`config.mk`:
```
export PLATFORM = sky130hd
export DESIGN_NAME = serial_add_sub
export DESIGN_NICKNAME = d
export VERILOG_FILES = /design/src/rtl/serial_add_sub.sv
export SDC_FILE = /design/constraint.sdc
export NUM_CORES = 1
export LEC_CHECK = 0
export CORE_ASPECT_RATIO = 0.5
export CORE_UTILIZATION = 55
export DETAILED_ROUTE_END_ITERATION = 12
export PLACE_DENSITY_LB_ADDON = 0.2
export SETUP_SLACK_MARGIN = 0.5
export SLEW_MARGIN = 30
export SYNTH_ARGS = -nofsm -noshare
export SYNTH_HDL_FRONTEND = slang
export SYNTH_SLANG_ARGS = --single-unit
export TNS_END_PERCENT = 20
```
`constraint.sdc`:
```
create_clock -name clk -period 4.5 [get_ports clk]
set_input_delay 1.125 -clock clk [delete_from_list [all_inputs] [get_ports clk]]
set_output_delay 1.125 -clock clk [all_outputs]
set_load 0.05 [all_outputs]
```
`src/rtl/serial_add_sub.sv`:
```
// Bit-serial adder/subtractor: one full-adder/subtractor cell, LSB first, WIDTH cycles per operation.
// Optional signed-overflow output enabled by defining SERIAL_ADD_SUB_OVF_EN.
//
// state | meaning
// IDLE  | ready for a new operation
// RUN   | processing one operand bit per clock
// DONE  | one-cycle completion pulse, result/cout valid
module serial_add_sub #(
  parameter int WIDTH = 8
) (
  input  logic             clk,
  input  logic             rst_n,
  input  logic             start,
  input  logic             op,
  input  logic [WIDTH-1:0] a,
  input  logic [WIDTH-1:0] b,
  output logic             ready,
  output logic             busy,
  output logic             done,
  output logic [WIDTH-1:0] result,
  output logic             cout
`ifdef SERIAL_ADD_SUB_OVF_EN
  ,
  output logic             ovf
`endif
);

  localparam int CW = (WIDTH > 2) ? $clog2(WIDTH) : 1;
  localparam logic [CW-1:0] LAST = CW'(WIDTH - 1);

  typedef enum logic [1:0] {IDLE, RUN, DONE} state_t;

  state_t           state_q, state_d;
  logic             ready_q, ready_d;
  logic             busy_q, busy_d;
  logic             done_q, done_d;
  logic [WIDTH-1:0] a_sh_q, a_sh_d;
  logic [WIDTH-1:0] b_sh_q, b_sh_d;
  logic             op_q, op_d;
  logic             c_q, c_d;
  logic [CW-1:0]    cnt_q, cnt_d;
  logic [WIDTH-1:0] acc_q, acc_d;
  logic [WIDTH-1:0] result_q, result_d;
  logic             cout_q, cout_d;
`ifdef SERIAL_ADD_SUB_OVF_EN
  logic             ovf_q, ovf_d;
  logic             a_msb_q, a_msb_d;
  logic             b_msb_q, b_msb_d;
`endif

  logic             ai, bi, s_bit, c_next;
  logic [WIDTH-1:0] acc_full;

  assign ai       = a_sh_q[0];
  assign bi       = b_sh_q[0];
  assign s_bit    = ai ^ bi ^ c_q;
  assign c_next   = op_q ? ((~ai & bi) | (c_q & ~(ai ^ bi)))
                         : ((ai & bi) | (c_q & (ai ^ bi)));
  assign acc_full = {s_bit, acc_q[WIDTH-1:1]};

  always_comb begin
    state_d  = state_q;
    a_sh_d   = a_sh_q;
    b_sh_d   = b_sh_q;
    op_d     = op_q;
    c_d      = c_q;
    cnt_d    = cnt_q;
    acc_d    = acc_q;
    result_d = result_q;
    cout_d   = cout_q;
`ifdef SERIAL_ADD_SUB_OVF_EN
    ovf_d    = ovf_q;
    a_msb_d  = a_msb_q;
    b_msb_d  = b_msb_q;
`endif
    case (state_q)
      IDLE: begin
        if (start) begin
          state_d = RUN;
          a_sh_d  = a;
          b_sh_d  = b;
          op_d    = op;
          c_d     = 1'b0;
          cnt_d   = '0;
`ifdef SERIAL_ADD_SUB_OVF_EN
          a_msb_d = a[WIDTH-1];
          b_msb_d = b[WIDTH-1];
`endif
        end
      end
      RUN: begin
        a_sh_d = a_sh_q >> 1;
        b_sh_d = b_sh_q >> 1;
        c_d    = c_next;
        acc_d  = acc_full;
        cnt_d  = cnt_q + CW'(1);
        if (cnt_q == LAST) begin
          state_d  = DONE;
          result_d = acc_full;
          cout_d   = c_next;
`ifdef SERIAL_ADD_SUB_OVF_EN
          // s_bit is the result MSB on the final bit
          ovf_d = op_q ? ((a_msb_q != b_msb_q) && (s_bit != a_msb_q))
                       : ((a_msb_q == b_msb_q) && (s_bit != a_msb_q));
`endif
        end
      end
      DONE:    state_d = IDLE;
      default: state_d = IDLE;
    endcase
    ready_d = (state_d == IDLE);
    busy_d  = (state_d == RUN) || (state_d == DONE);
    done_d  = (state_d == DONE);
  end

  always_ff @(posedge clk or negedge rst_n) begin
    if (!rst_n) begin
      state_q  <= IDLE;
      ready_q  <= 1'b1;
      busy_q   <= 1'b0;
      done_q   <= 1'b0;
      a_sh_q   <= '0;
      b_sh_q   <= '0;
      op_q     <= 1'b0;
      c_q      <= 1'b0;
      cnt_q    <= '0;
      acc_q    <= '0;
      result_q <= '0;
      cout_q   <= 1'b0;
`ifdef SERIAL_ADD_SUB_OVF_EN
      ovf_q    <= 1'b0;
      a_msb_q  <= 1'b0;
      b_msb_q  <= 1'b0;
`endif
    end else begin
      state_q  <= state_d;
      ready_q  <= ready_d;
      busy_q   <= busy_d;
      done_q   <= done_d;
      a_sh_q   <= a_sh_d;
      b_sh_q   <= b_sh_d;
      op_q     <= op_d;
      c_q      <= c_d;
      cnt_q    <= cnt_d;
      acc_q    <= acc_d;
      result_q <= result_d;
      cout_q   <= cout_d;
`ifdef SERIAL_ADD_SUB_OVF_EN
      ovf_q    <= ovf_d;
      a_msb_q  <= a_msb_d;
      b_msb_q  <= b_msb_d;
`endif
    end
  end

  assign ready  = ready_q;
  assign busy   = busy_q;
  assign done   = done_q;
  assign result = result_q;
  assign cout   = cout_q;
`ifdef SERIAL_ADD_SUB_OVF_EN
  assign ovf    = ovf_q;
`endif

endmodule

```
## Yosys cells after proc, flatten, opt, wreduce, memory -nomap -nowiden

Index checks and enable logic that the tools add are counted.

- Register bits: 43
- Logic and storage cells: 47

- Add/sub/neg operators: 1
- Equal/unequal tests: 5
- Mux-type cells: 12
- Bitwise logic cells: 10
- Reduce and logical (&&, ||, !) cells: 7

Operator list:

| operator | number |
|---|---|
| one-hot mux 8 bit (2 select lines) | 2 |
| two-way mux 8 bit | 2 |
| one-hot mux 3 bit (2 select lines) | 1 |
| AND reduction 2 bit | 3 |
| bitwise AND 1 bit | 4 |
| equality test 2 x 1 -> 1 bit, second input constant | 2 |
| zero test 2 bit | 2 |
| two-way mux 2 bit | 2 |
| one-hot mux 2 bit (2 select lines) | 1 |
| adder 3 x 1 -> 3 bit, second input constant | 1 |
| equality test 3 bit, second input constant | 1 |
| two-way mux 3 bit | 1 |
| equality test 2 bit, second input constant | 1 |
| two-way mux 1 bit | 2 |
| inequality test 2 bit, second input constant | 1 |
| inverter 1 bit | 2 |
| bitwise OR 1 bit | 2 |
| one-hot mux 1 bit (2 select lines) | 1 |
| nonzero test 2 bit | 1 |
| XOR 1 bit | 2 |
| logical OR 1 bit | 1 |

## Depth between registers and ports, before layout

Gate-level depths: netlist of the first run.

- Word-level depth: 6
- Depth in mapped cells: 7
- Gate-level depth less buffers: 5

## Least setup slack after synthesis of the first run

No wires, ideal clock.

- Path type: in2reg
- Start: input port start
- End: register busy_q (netlist: busy)
- Library setup time: 126 ps
- Arrival: 1895 ps
- Required time: 4374 ps
- Path slack: 2479 ps
- Stages on the path: 5
- Path through: nand2b_1 > buf_4 > o22ai_1 > inv_1 > ha_1

- Cells in the longest elaborated chain, start to end: 4

Ends and longest elaborated chain:

| item | RTL line | text |
|---|---|---|
| start, declared | 13 | `input logic start,` |
| two-way mux 2 bit * | 78 | `if (start) begin` |
| one-hot mux 2 bit (2 select lines) * | 76 | `case (state_q)` |
| via state_d[0] | 33 | `state_t state_q, state_d;` |
| equality test 2 x 1 -> 1 bit or equality test 2 bit (tied branches) | 112 | `busy_d = (state_d == RUN) \|\| (state_d == DONE);` |
| logical OR 1 bit * | 112 |  |
| via busy_d | 35 | `logic busy_q, busy_d;` |
| end signal, assigned | 138 | `busy_q <= busy_d;` |
| end, declared | 35 |  |

The timed path passes the listed nets; every way through them passes the cells marked *.
A chain may end at the register's enable or synchronous reset.

## Worst setup path after layout of the first run

- Start: register ready_q (netlist: ready)
- End: output port ready

RTL lines:

| item | RTL line | text |
|---|---|---|
| start, declared | 34 | `logic ready_q, ready_d;` |
| start signal, assigned | 137 | `ready_q <= ready_d;` |
| end, declared | 17 | `output logic ready,` |

No word-level cell between the ends.

==> results.yml, run 1 <==
status:
  status: "completed"
detailed_routing:
  wl_mm: 2.94
  drc: 0
  firstDrtPassIters: 4
  drt_iter0_drc: 33
  final_antenna_net_count: 0
  vias: 1149
  avgRoutedWirePerCell_um: 13.7
  vias_per_cell: 5.34
layout:
  syn_to_final_growth_pct: 21.9
  layout_commonest_cell: "dfrtp_1"
  finalInstanceArea_um2: 2180
  drive_gt1_share_pct: 15.4
  antenna_cells: 0
  utilization_pct: 71.6
  layout.nets: 200
  final_cell_mix: "dfrtp_1 (41), clkdlybuf4s50_1 (30), nor2_1 (28)"
floorplan:
  initial_core_util_pct: 58.7
  coreArea_um2: 3050
  dieArea_um2: 3500
  row_count: 14
  die_w_um: 82.7
  die_h_um: 42.3
  ios: 32
power:
  peakVddDrop_mv: 0.419
  p_per_area_nw_per_um2: 758
  p_leak_nw: 0.962
sta:
  setup_tns_ns: 0
  relSlewSlack_pct: 60.9
  worst_slew_pin_slew_ns: 0.586
  fin_ws_ns: 1.78
  final_hold_viol_count: 0
  fin_crit_sh_pct: 60.4
  fin_crit_ns: 2.72
  rsz0062_at_grt: "false"
  setup_violations: 0
  hold-worst-slack_ns: 0.490
  fin_skew_ns: 0.00666
  max_freq_mhz: 368
  slew_viol_final: 0
synth:
  ys_seq_area_share_pct: 58.8
  avgSynthCellArea_um2: 12.4
  netlist_instances: 144
  synth_nets: 170
  ys_ff_latch: 42
  synth_cell_types: 21
  syn-cell-area_um2: 1790
  yosysWarnings: 0
clock_network:
  ctsResizeCount: 0
  numCtsBuffers: 5
  cts_sinks: 42
  ctsRootBufferMaster: "clkbuf_8"
  cts_tree: "done"
  holdBufCountCts: 0
  post_cts.repair.setup_buffers: 0
  cts.htree.levels: 2
  path_clk_slew_ns: 0.08
  insertion_delay_ns: 0.29
  cts_max_path_buffers: 2
setup_path:
  start_kind: "flop"
  cp_cell_sequence: "clkdlybuf4s50_1"
  cp_num_buf_inv: 1
  slowest_stage: "clkdlybuf4s50_1"
  critPathMaxFanout: 1
  worstSetupPathType: "flop to output pin"
  critical-path-top-delay-family: "buffers and inverters"
  cp-end-kind: "output pin"
  path_depth: 1
  cpPeakStageDelay_ns: 0.79
  required_ns: 3.38
  worst-endpoint-arrival_ns: 1.59
  r2r_cells: 3
flow_run:
  cap_violations: 0
global_route:
  overflow: 0
  grt_antenna_before_repair: 0
  grt_pass1_wl_mm: 4.94
  grt_max_degree: 43
  grt.total_usage_pct: 20.3
  grt_pass1_vias: 1103
placement:
  gp_congestion: 0.730
  dpl-instance-area_um2: 2090
  portBuffers: 31
  pre_cts_ws_ns: 1.82
  dp_hpwl_mm: 1.99
hold_path:
  hp-class: "flop to flop"
  hold_depth: 2
synthesized netlist by cell type, drive strengths merged:
cell | count | area share (%)
buf | 8 | 3.4
clkbuf | 1 | 0.21
dfrtp | 41 | 57
dfstp | 1 | 1.5
fa | 2 | 2.2
ha | 4 | 2.8
inv | 5 | 1.0
mux2 | 14 | 9.7
mux2i | 2 | 1.1
nand2 | 10 | 2.1
nand2b | 2 | 0.70
nand3b | 1 | 1.1
nor2 | 28 | 5.9
nor3b | 1 | 0.70
o21ai | 5 | 1.4
o21ba | 1 | 0.56
o22ai | 4 | 1.4
o32ai | 14 | 6.9
where the power goes:
part	switching (mW)	total, mW	internal, mW
Clock	0.123	0.246	0.124
Combinational	0.410	0.729	0.319
Sequential	0.116	0.677	0.561
path summary, 6_finish.rpt:
| check | slack [ns] | startpoint | end |
|---|---|---|---|
| min in group asynchronous | 0.80 | rst_n | result[6] |
| setup / recovery | 1.78 | ready | ready |
| hold / removal | 0.49 | result[7] | result[7] |
| setup reg to reg | 2.48 | state_q[1] | acc_q[1] |
| max in group asynchronous | 3.33 | rst_n | ready |
| hold reg to reg | 0.49 | result[7] | result[7] |
layout make-up:
class	instances	area [um2]
Sequential cell	42	1050
Fill cell	230	867
Multi-Input combinational cell	88	653
Timing Repair Buffer	32	315
Clock buffer	7	86.3
Tap cell	40	50.0
Inverter	5	18.8
Clock inverter	1	5.00
routing by layer:
metal,track usage [%],part of all wire (%),vias up
met5,0,0,-
met4,5.17,0.54,0
met3,9.13,5.3,2
met2,31.1,46,28
met1,26.4,48,559
li1,-,-,560
metrics by stage:
step,std cells,power (mW)
2_1_floorplan,144,1.24
3_3_place_gp,207,1.39
3_5_place_dp,207,1.42
4_1_cts,215,1.67
5_1_grt,215,1.77
6_report,215,1.65
state kept, by name, summed over array words and instances, names as in the netlist:
signal,flops
a_sh_q,8
acc_q,7
b_sh_q,8
busy,1
c_q,1
cnt_q,3
cout,1
done,1
op_q,1
ready,1
result,8
state_q,2
cells by family after synthesis:
family | share of synthesized area (%)
AND/OR/NAND/NOR | 10.5
flip-flops | 58.8
AO/OA/AOI/OAI | 10.2
multiplexers | 10.8
buffers and inverters | 4.69
adder cells (fa/ha/maj) | 5.04
Power figures use the tool's default switching activity.
==> run 2, diff against run 1 <==
Settings changed: CORE_UTILIZATION 55 to 46.
Clock period 4.5 ns to 2.3 ns, I/O delays scaled along.
==> run 2 against run 1 <==
Effect of this change: worst hold slack got worse by 0.15 ns; global-route usage shrank 3.8 points; sequential share of layout area shrank 1.0 points; first-iteration DRC count rose by 24%; count of clock-buffer cells in the layout shrank 1; setup slack lost 1.5 ns; routed wire length increased by 1.5%; clock power rose by 99%; critical path depth is the same; flip-flop and latch count is the same; non-clock buffer count is 4 higher; combinational power increased by 96%.
==> results.yml, run 2 (synthesis results as in run 1) <==
status:
  status: "completed"
setup_path:
  r2r_cells: 4
  critPathMaxFanout: 2
  endpoint: "cout"
  cp_cell_sequence: "clkdlybuf4s50_1"
  cp_num_buf_inv: 1
  worst-endpoint-arrival_ns: 1.44
  cp-startpoint: "cout"
  cpPeakStageDelay_ns: 0.80
  critical-path-top-delay-family: "buffers and inverters"
  required_ns: 1.73
  r2r_slack_ns: 0.72
  path_depth: 1
  r2r-start: "state_q[0]"
  cp-end-kind: "output pin"
  slowest_stage: "clkdlybuf4s50_1"
  worstSetupPathType: "flop to output pin"
  start_kind: "flop"
  r2r-end: "busy"
global_route:
  overflow: 0
  grt_antenna_before_repair: 0
  grt.total_usage_pct: 16.5
  grt_pass1_vias: 1111
  grt_pass1_wl_mm: 5.14
  grt_max_degree: 43
clock_network:
  cts.htree.levels: 2
  ctsRootBufferMaster: "clkbuf_8"
  cts_sinks: 42
  cts_tree: "done"
  cts_max_path_buffers: 2
  insertion_delay_ns: 0.30
  path_clk_slew_ns: 0.08
  post_cts.repair.setup_buffers: 0
  numCtsBuffers: 5
floorplan:
  die_h_um: 46.1
  row_count: 15
  coreArea_um2: 3570
  dieArea_um2: 4160
  die_w_um: 90.2
  ios: 32
  initial_core_util_pct: 50.2
detailed_routing:
  vias: 1201
  firstDrtPassIters: 4
  drc: 0
  avgRoutedWirePerCell_um: 13.0
  wl_mm: 2.99
  drt_iter0_drc: 41
  final_antenna_net_count: 0
  vias_per_cell: 5.22
sta:
  rsz0062_at_grt: "true"
  setup_violations: 0
  fin_crit_ns: 2.02
  worst_slew_pin_slew_ns: 0.523
  setup_tns_ns: 0
  relSlewSlack_pct: 65.1
  slew_viol_final: 0
  fin_crit_sh_pct: 87.7
  final_hold_viol_count: 0
  max_freq_mhz: 496
  fin_skew_ns: 0.00986
  hold-worst-slack_ns: 0.338
placement:
  portBuffers: 31
  dp_cells: 222
  gp_congestion: 0.680
  dp_hpwl_mm: 2.01
flow_run:
  cap_violations: 0
layout:
  layout_commonest_cell: "dfrtp_1"
  final_cell_mix: "dfrtp_1 (41), nor2_1 (28), clkdlybuf4s50_1 (26)"
  layout.nets: 204
  antenna_cells: 0
  utilization_pct: 62.5
  final_cells: 230
  syn_to_final_growth_pct: 24.5
  drive_gt1_share_pct: 17.9
power:
  design_power_total_mw: 3.24
  p_leak_nw: 1.01
  peakVddDrop_mv: 0.527
  p_per_area_nw_per_um2: 1450
hold_path:
  hp-class: "input port to async pin"
==> run 2: per-layer routing <==
layer | vias to the layer above | part of all wire [%] | GRT usage [%]
met5 | - | 0 | 0
met2 | 32 | 46 | 27.6
met4 | 0 | 0.54 | 4.84
met1 | 595 | 49 | 21.1
met3 | 3 | 5.0 | 5.45
li1 | 571 | - | -
==> run 2: how the worst min path moves through the flow <==
| stage | startpoint | end | slack (ns) | depth (start not counted) |
|---|---|---|---|---|
| floorplan | rst_n | a_sh_q[0] | 0.28 | 0 |
| global placement | cout | cout | 0.47 | 2 |
| detailed placement | cnt_q[0] | cnt_q[0] | 0.48 | 1 |
| CTS | rst_n | b_sh_q[7] | 0.35 | 2 |
| finish | rst_n | a_sh_q[1] | 0.34 | 2 |
| global route | rst_n | a_sh_q[1] | 0.37 | 2 |
==> run 2: layout make-up <==
type / instances / area (um2)
Multi-Input combinational cell: 88 / 653
Clock inverter: 2 / 12.5
Tap cell: 51 / 63.8
Fill cell: 300 / 1340
Sequential cell: 42 / 1050
Clock buffer: 6 / 82.6
Inverter: 5 / 18.8
Timing Repair Buffer: 36 / 345
==> run 2: timing repair <==
| action | 4_1_cts | 5_1_grt |
|---|---|---|
| cloned | 0 | 0 |
| setup endpoints to repair | 12 | 11 |
| resized for setup | 2 | 2 |
| hold buffers | 0 | 0 |
==> run 2: stage by stage <==
stage | cell area [um2] | worst slack, ns
floorplan | 1790 | 0.780
global placement | 2130 | 0.445
detailed placement | 2130 | 0.442
CTS | 2220 | 0.268
global route | 2230 | 0.240
finish | 2230 | 0.282
==> run 2: report_power, final <==
part           switching (mW)  internal, mW  leakage (nW)  total (mW)
clock                   0.248         0.241        0.0472       0.489
combinational           0.810         0.625         0.461        1.43
sequential              0.215          1.10         0.501        1.31
total                    1.27          1.96          1.01        3.24
==> run 3, diff against run 2 <==
Settings changed: CORE_MARGIN set to 2.
==> run 3 against run 2 <==
Effect of this change: global-route usage increased by 0.45 points; final cell count increased by 0.43%; sequential share of layout area decreased by 0.73 points; non-clock buffer count increased by 1; first-iteration DRC count decreased by 63%; clock power increased by 18%; cell area increased by 1.6%; critical path depth unchanged; setup slack got worse by 0.017 ns; routed wire length increased by 4.7%; fmax decreased by 0.82%; largest power group unchanged.
==> results.yml, run 3 (synthesis results as in run 1) <==
status:
  status: "completed"
power:
  seq_power_share_pct: 39.1
  pwr-share-clk_pct: 17.2
  swShare_pct: 38.4
  peakVddDrop_mv: 0.474
  p_int_mw: 2.06
  p_leak_nw: 1.02
  p_comb_share_pct: 43.6
  p_per_area_nw_per_um2: 1480
  design_power_total_mw: 3.35
  p_switching_mw: 1.29
floorplan:
  coreArea_um2: 3580
  die_h_um: 48.1
  row_count: 15
  die_w_um: 92.2
  ios: 32
  initial_core_util_pct: 49.9
  dieArea_um2: 4430
setup_path:
  start_kind: "flop"
  slowest_stage: "clkdlybuf4s50_1"
  cp_cell_sequence: "clkdlybuf4s50_1"
  required_ns: 1.73
  r2r-start: "cnt_q[0]"
  critPathMaxFanout: 2
  cpPeakStageDelay_ns: 0.80
  r2r-end: "busy"
  cp_num_buf_inv: 1
  critical-path-top-delay-family: "buffers and inverters"
  cp-end-kind: "output pin"
  r2r_slack_ns: 0.76
  worst-endpoint-arrival_ns: 1.46
  r2r_cells: 5
  worstSetupPathType: "flop to output pin"
layout:
  layout.nets: 205
  finalInstanceArea_um2: 2260
  utilization_pct: 63.1
  final_cell_mix: "dfrtp_1 (41), nor2_1 (28), clkdlybuf4s50_1 (26)"
  syn_to_final_growth_pct: 26.5
  antenna_cells: 0
  layout_commonest_cell: "dfrtp_1"
  drive_gt1_share_pct: 17.8
  fillers: 294
sta:
  fin_skew_ns: 0.00742
  relSlewSlack_pct: 66.6
  rsz0062_at_grt: "true"
  worst_slew_pin_slew_ns: 0.500
  fin_crit_ns: 2.03
  final_hold_viol_count: 0
  setup_tns_ns: 0
  fin_crit_sh_pct: 88.4
  max_freq_mhz: 492
  hold-worst-slack_ns: 0.230
  slew_viol_final: 0
  setup_violations: 0
clock_network:
  post_cts.repair.setup_buffers: 0
  path_clk_slew_ns: 0.08
  holdBufCountCts: 0
  cts.htree.levels: 2
  numCtsBuffers: 5
  cts_sinks: 42
  cts_tree: "done"
  insertion_delay_ns: 0.30
  ctsRootBufferMaster: "clkbuf_8"
  cts_max_path_buffers: 2
detailed_routing:
  drt_iter0_drc: 15
  firstDrtPassIters: 4
  vias: 1173
  drc: 0
  final_antenna_net_count: 0
  vias_per_cell: 5.08
  wl_mm: 3.13
  avgRoutedWirePerCell_um: 13.5
global_route:
  grt_antenna_before_repair: 0
  grt_pass1_wl_mm: 5.39
  grt_pass1_vias: 1121
  overflow: 0
  grt.total_usage_pct: 16.9
  grt_max_degree: 24
placement:
  portBuffers: 31
  dpl-instance-area_um2: 2150
  dp_hpwl_mm: 2.12
  gp_congestion: 0.747
hold_path:
  hp-class: "input port to async pin"
flow_run:
  cap_violations: 0
[run 3: area by class of cell]
class                   count  area [um2]  area share (%)
inverters                   5        18.8           0.829
repair buffers             37         365            16.1
well taps                  51        63.8            2.82
flip-flops and latches     42        1050            46.5
multi-input cells          88         653            28.9
clock buffers               6        72.6            3.21
clock inverters             2        37.5            1.66
[run 3: per-stage QoR]
step           cells  setup WS, ns
2_1_floorplan    144         0.780
3_3_place_gp     223         0.445
3_5_place_dp     223         0.442
4_1_cts          231         0.256
5_1_grt          231         0.223
6_report         231         0.266
[run 3: worst max-delay path by stage]
stage	from	end	slack (ns)	cells after the start
final	result[6]	result[6]	0.27	1
after global routing	result[6]	result[6]	0.22	1
after CTS	result[6]	result[6]	0.26	1
after detailed placement	start	busy	0.44	5
after global placement	ready	ready	0.44	1
after floorplan	cnt_q[0]	result[3]	0.78	5
[run 3: power by group through the flow]
stage	clock network (mW)	logic, mW	registers, mW
6_report	0.577	1.46	1.31
5_1_grt	0.628	1.60	1.37
4_1_cts	0.592	1.48	1.32
3_5_place_dp	0	1.49	1.33
3_3_place_gp	0	1.45	1.31
2_1_floorplan	0	0.815	1.61
[run 3: timing repair]
action | in CTS | in global routing
endpoints found under the hold margin | 0 | 0
pin swaps | 0 | 0
gates resized for setup | 2 | 2
endpoints found under the setup margin | 12 | 12
[run 3: per-layer routing]
| layer | up-vias | part of all wire [%] | global-route usage, % |
|---|---|---|---|
| li1 | 572 | - | - |
| met1 | 575 | 50 | 22.8 |
| met2 | 22 | 45 | 26.3 |
| met3 | 4 | 3.8 | 5.10 |
| met4 | 0 | 1.2 | 8.06 |
| met5 | - | 0 | 0 |
